===== src/rtl/div_prog.sv =====
// Programmable half-integer clock divider: clk / (D/2), D loaded via valid/ready
// and applied only at frame boundaries so clk_out never shows a runt or stretched pulse.
`timescale 1ns/1ps
module div_prog #(
    parameter int unsigned W       = 8,
    parameter int unsigned DEF_DIV = 13
) (
    input  logic         clk,
    input  logic         rst,
    input  logic         en,
    input  logic [W-1:0] div_in,
    input  logic         div_valid,
    output logic         div_ready,
    output logic         err,
    output logic         tick,
    output logic         clk_out
);
    typedef enum logic [1:0] {ST_IDLE, ST_ARM, ST_RUN} state_t;

    state_t       state_q, state_d;
    logic [W-1:0] div_q, div_d;
    logic [W-1:0] pend_q, pend_d;
    logic [W-1:0] cnt_q, cnt_d;
    logic         pend_v_q, pend_v_d;
    logic         err_d, tick_d;
    logic         pos_q, pos_d;
    logic         neg_q, neg_d;
    logic         xfer, frame_start;
    logic [W-1:0] div_new;

    // Target level of clk_out in half-cycle h of a frame of length d; h = 2d is the next frame start.
    function automatic logic level(input logic [W:0] h, input logic [W-1:0] d);
        logic [W:0] dd;
        logic [W:0] ff;
        dd = {1'b0, d};
        ff = {2'b00, d[W-1:1]};
        if (h >= {d, 1'b0})
            return 1'b1;
        return (h < ff) || ((h >= dd) && (h < dd + ff));
    endfunction

    // clk_out = pos_q & neg_q: each flop covers a half-cycle pair, so the AND reproduces
    // the target level exactly as long as every low run is at least two half-cycles.
    function automatic logic even_pair(input logic [W-1:0] c, input logic [W-1:0] d);
        return level({c, 1'b0}, d) | level({c, 1'b1}, d);
    endfunction

    function automatic logic odd_pair(input logic [W-1:0] c, input logic [W-1:0] d);
        return level({c, 1'b1}, d) | level({c, 1'b0} + (W+1)'(2), d);
    endfunction

    always_comb begin
        state_d     = state_q;
        div_d       = div_q;
        pend_d      = pend_q;
        pend_v_d    = pend_v_q;
        cnt_d       = cnt_q;
        err_d       = 1'b0;
        tick_d      = 1'b0;
        pos_d       = 1'b0;
        frame_start = 1'b0;
        xfer        = div_valid && !pend_v_q;
        div_new     = pend_v_q ? pend_q : div_q;

        if (xfer) begin
            if (div_in < W'(3)) begin
                err_d = 1'b1;
            end else begin
                pend_d   = div_in;
                pend_v_d = 1'b1;
            end
        end

        if (!en) begin
            state_d = ST_IDLE;
            cnt_d   = '0;
            if (pend_v_q) begin
                div_d    = pend_q;
                pend_v_d = 1'b0;
            end
        end else begin
            case (state_q)
                ST_IDLE: state_d = ST_ARM;
                ST_ARM:  frame_start = 1'b1;
                ST_RUN:  frame_start = (cnt_q == div_q - 1'b1);
                default: state_d = ST_IDLE;
            endcase
            if (frame_start) begin
                state_d = ST_RUN;
                cnt_d   = '0;
                div_d   = div_new;
                tick_d  = 1'b1;
                pos_d   = 1'b1;
                if (pend_v_q)
                    pend_v_d = 1'b0;
            end else if (state_q == ST_RUN) begin
                cnt_d = cnt_q + 1'b1;
                pos_d = even_pair(cnt_d, div_q);
            end
        end
    end

    always_comb begin
        neg_d = 1'b0;
        if (state_q == ST_ARM)
            neg_d = 1'b1;
        else if (state_q == ST_RUN)
            neg_d = odd_pair(cnt_q, div_q);
    end

    always_ff @(posedge clk) begin
        if (rst) begin
            state_q  <= ST_IDLE;
            div_q    <= W'(DEF_DIV);
            pend_q   <= '0;
            pend_v_q <= 1'b0;
            cnt_q    <= '0;
            err      <= 1'b0;
            tick     <= 1'b0;
            pos_q    <= 1'b0;
        end else begin
            state_q  <= state_d;
            div_q    <= div_d;
            pend_q   <= pend_d;
            pend_v_q <= pend_v_d;
            cnt_q    <= cnt_d;
            err      <= err_d;
            tick     <= tick_d;
            pos_q    <= pos_d;
        end
    end

    // Fed only from posedge state, which reset forces idle, so it clears on the following negedge.
    always_ff @(negedge clk) begin
        neg_q <= neg_d;
    end

    assign clk_out   = pos_q & neg_q;
    assign div_ready = !pend_v_q;

endmodule


===== config.mk =====
export PLATFORM = sky130hd
export DESIGN_NAME = div_prog
export DESIGN_NICKNAME = d
export VERILOG_FILES = /design/src/rtl/div_prog.sv
export SDC_FILE = /design/constraint.sdc
export NUM_CORES = 1
export LEC_CHECK = 0
export CAP_MARGIN = 20
export CORE_ASPECT_RATIO = 0.9
export CORE_MARGIN = 2
export CORE_UTILIZATION = 55
export CTS_BUF_LIST = sky130_fd_sc_hd__clkbuf_2 sky130_fd_sc_hd__clkbuf_4 sky130_fd_sc_hd__clkbuf_8
export DETAILED_ROUTE_END_ITERATION = 16
export HOLD_SLACK_MARGIN = 0.08
export PLACE_DENSITY = 0.76
export RECOVER_POWER = 25
export SLEW_MARGIN = 20
export SYNTH_ARGS = -nofsm -noshare
export SYNTH_HDL_FRONTEND = slang
export SYNTH_SLANG_ARGS = --single-unit

===== constraint.sdc =====
create_clock -name clk -period 2.6 [get_ports clk]
set_clock_uncertainty 0.2 [all_clocks]
set_input_delay 0.52 -clock clk [delete_from_list [all_inputs] [get_ports clk]]
set_output_delay 0.52 -clock clk [all_outputs]
set_load 0.01 [all_outputs]

==> summary.md <==
Counting the fill cells in the layout gives 351. After detailed routing, the total wire length is 11,800 µm. The run gives 0 as the final number of hold-violating endpoints. The slowest stage of the critical path belongs to the cell sky130_fd_sc_hd__dfxtp_4. The tools report the starting density of the core as 57.1%. The data arrival at the endpoint of the critical path is 2.91 ns. Setup violations remaining at the end of the flow were counted as 23. The worst setup path is launched from a register. The first routing iteration left 236 violations. Overall power consumption after layout is estimated at 1350 µW. Leaving out fill and tap cells, the most frequent cell in the layout is sky130_fd_sc_hd__buf_4. Count of input and output buffers: 15. After the last flow step, the layout net total stands at 615. The number of nets handed over by synthesis was 494. Counting both buffers and inverters, the worst setup path holds a total of 2.

The worst hold path belongs to the class reg -> reg. The number of global-route vias before repair is 3,627. Dividing total power by cell area gives a power density of 270 nW/µm². IR analysis of the VDD net gives a maximum drop of 286 µV. The worst setup path is captured at a register. After technology mapping, the gate count stands at 403. The global-route wire length before repair was 18,000 µm.

Sequential cells were found to cover 17.7% of the synthesized design area. The number of H-tree levels came out at 2. The maximum fanout along the worst path is 4.

The average cell area after synthesis came out at 8.71 µm². The leakage power total is 0.00230 µW, and the sum of net half-perimeters after detailed placement is 7710 µm. The root buffer cell chosen for the clock tree is sky130_fd_sc_hd__clkbuf_8. The cell area that synthesis handed to floorplanning was 3510 µm². The run finished, with violations left.

The final reports fail on negative setup slack. The DRC violations left was 0. Among cell families on the critical path, the largest total delay comes from compound AO/OA/AOI/OAI gates. The tools report the later-pin clock latency in the skew report as 0.28 ns.

The synthesis-to-layout area growth is 41.9%, and the average vias per placed instance is 5.95. The most used flip-flop cell after synthesis is sky130_fd_sc_hd__dfxtp_1. For the pin with the worst max-slew slack, the measured transition is 0.523 ns. The synthesized netlist contains 54 unique library cells. The worst setup slack after placement was -1.65 ns; the die outline area was 7040 µm². The tools report the antenna cell count as 0. The clock passes through at most 2 buffers. The biggest area contributor in the post-synthesis netlist is sky130_fd_sc_hd__ha_1.

In this run the remaining antenna-violating nets after routing total 0. The total overflow left after global routing is 0. The number of rows created at floorplan was 27.

For the I/O pin count, the log shows 16. In the global route stage, overall resource usage came out at 33.0%. In the final layout, the share of cells above drive strength 1 is 35.9%. Routability-driven placement finished with a final weighted congestion of 0.912. Synthesis inferred 31 register bits. For the total clock sinks, the log shows 31. The vertical extent of the die came out at 79.8 µm.

The type of the worst setup path was reg -> reg. In the final routed layout, each cell accounts on average for 19.3 µm. The top cell types in the final layout, fill and taps aside, are sky130_fd_sc_hd__buf_4, sky130_fd_sc_hd__ha_1, sky130_fd_sc_hd__nor2_1. Clock-pin slew was measured on the worst setup and hold paths at 0.07 ns. On the worst path, the slowest cell contributes a delay of 0.37 ns.

TritonCTS built the clock tree. The number of antenna violations at the first check in global routing is 0, and the number of enable flip-flop cells after synthesis is 0. The count of warnings emitted by yosys was 0; the share of flip-flops with an asynchronous set or reset after synthesis was 0%. After synthesis, the largest area contributor takes up 27.8% of total cell area.

Sorting the synthesized cells by area gives the leading types as sky130_fd_sc_hd__ha_1, sky130_fd_sc_hd__dfxtp_1, sky130_fd_sc_hd__mux2i_1. The slack of the critical path came out at -1.61 ns. Max-cap violations in this run came to 0. The width of the die was 88.2 µm; the count of hold buffers inserted by post-cts repair was 0. Cell type with the highest occurrence count on the critical path: sky130_fd_sc_hd__o21ai_0.

The count of pins over their slew limit was 0. The signal on the critical path passes through ha_4 -> inv_2 -> fa_2 -> nor2b_4 -> o31a_1 -> o21ai_0 -> nand2b_1 -> a21oi_2 -> ha_1 -> inv_1 -> nand3_1 -> o21ai_0 -> a41o_1 -> nand3_2 -> a41oi_2. Setup repair after global routing could not meet its margin everywhere. STA puts the critical path data required time at 1.31 ns. The maximum number of pins on one net before global-route repair was 27. Detailed routing inserted a total of 3,636 vias. The length of the first detailed-routing pass in iterations is 5, and the placeable core area is 6150 µm². The TritonCTS buffer count is 5.

The worst slew margin relative to its limit is 65.1%.
-- sequential cells by signal (all words and copies together), names as in the netlist --
| name | count |
|---|---|
| tick | 1 |
| state_q | 2 |
| div_q | 8 |
| cnt_q | 8 |
| neg_q | 1 |
| pos_q | 1 |
| pend_v_q | 1 |
| err | 1 |
| pend_q | 8 |
-- power by group --
group	internal, µW	switching, µW	total (µW)
registers	490	12.5	503
logic	219	221	440
clock network	209	193	403
-- per-layer routing --
metal	GRT usage (%)	wire (µm)	up-vias
met3	4.96	723	40
met5	0	0	-
met2	58.3	5800	175
met1	41.0	4850	1734
li1	-	-	1687
met4	9.55	426	0
-- repair_timing --
action                                  CTS  global route
pin swaps                                21            10
gates cloned                              1             0
endpoints found under the setup margin   21            23
buffers inserted                          5             4
resized for setup                        46            13
-- kinds of logic after synthesis --
logic type	share of synthesized area, %
buf+inv	3.85
fa+ha+maj	29.0
flops	17.7
mux	5.41
simple gates	16.9
xor+xnor	7.73
compound gates	19.4
-- area by class of cell --
| type | count | area, µm² | share of cell area [%] |
|---|---|---|---|
| sequential | 31 | 638 | 12.8 |
| clock inverter | 2 | 8.76 | 0.176 |
| timing repair buffer | 126 | 1010 | 20.2 |
| inverter | 21 | 86.3 | 1.73 |
| clock buffer | 6 | 82.6 | 1.66 |
| tap | 87 | 109 | 2.18 |
| multi-input combinational | 338 | 3050 | 61.3 |
-- stage by stage --
stage | util, % | hold slack (ns) | area, µm² | std cells | setup TNS [ns]
6_report | 81.1 | 0.265 | 4980 | 611 | -9.27
5_1_grt | 81.1 | 0.300 | 4980 | 611 | -10.84
4_1_cts | 79.4 | 0.259 | 4880 | 607 | -4.83
3_5_place_dp | 74.3 | 0.244 | 4570 | 595 | -6.55
3_3_place_gp | 74.3 | 0.238 | 4570 | 595 | -6.00
2_1_floorplan | - | 0.222 | 3590 | 403 | -1.44
-- cells in the mapped netlist, types with 2 or more instances --
master                     count
sky130_fd_sc_hd__ha_1         78
sky130_fd_sc_hd__nor2_1       33
sky130_fd_sc_hd__dfxtp_1      31
sky130_fd_sc_hd__inv_1        21
sky130_fd_sc_hd__a21oi_1      19
sky130_fd_sc_hd__mux2i_1      19
sky130_fd_sc_hd__nand2_1      18
sky130_fd_sc_hd__o21ai_0      18
sky130_fd_sc_hd__xor2_1       17
sky130_fd_sc_hd__nand2b_1     15
sky130_fd_sc_hd__xnor2_1      14
sky130_fd_sc_hd__o21a_1       12
sky130_fd_sc_hd__nor2b_1      11
sky130_fd_sc_hd__nand3_1       9
sky130_fd_sc_hd__a21o_1        8
sky130_fd_sc_hd__clkbuf_1      8
sky130_fd_sc_hd__nand4_1       6
sky130_fd_sc_hd__a21boi_0      5
sky130_fd_sc_hd__nor3_1        5
sky130_fd_sc_hd__a211oi_1      4
sky130_fd_sc_hd__nor3b_1       4
sky130_fd_sc_hd__and3_1        3
sky130_fd_sc_hd__buf_2         3
sky130_fd_sc_hd__nor4_1        3
sky130_fd_sc_hd__o311ai_2      3
sky130_fd_sc_hd__a31oi_1       2
sky130_fd_sc_hd__a41o_1        2
sky130_fd_sc_hd__maj3_2        2
sky130_fd_sc_hd__nor4b_1       2
sky130_fd_sc_hd__o211ai_1      2
sky130_fd_sc_hd__o31a_1        2
sky130_fd_sc_hd__o31ai_1       2
-- worst min-delay path: stages (launching register included) --
cell and delay (ns):
sky130_fd_sc_hd__dfxtp_1 0.31, sky130_fd_sc_hd__nand2b_1 0.06, sky130_fd_sc_hd__mux2i_1 0.06
-- path summary, 6_finish.rpt --
path              cells past startpoint                    from                     to  slack, ns
hold / removal                        2  pend_q[5]$_SDFFE_PP0P_  div_q[5]$_SDFFE_PP0P_       0.26
setup / recovery                     15   div_q[1]$_SDFFE_PP0P_       neg_q$_SDFF_NN1_      -1.61
hold reg to reg                       2  pend_q[5]$_SDFFE_PP0P_  div_q[5]$_SDFFE_PP0P_       0.26
setup reg to reg                     15   div_q[1]$_SDFFE_PP0P_       neg_q$_SDFF_NN1_      -1.61
(Power assumes the default switching activity.)
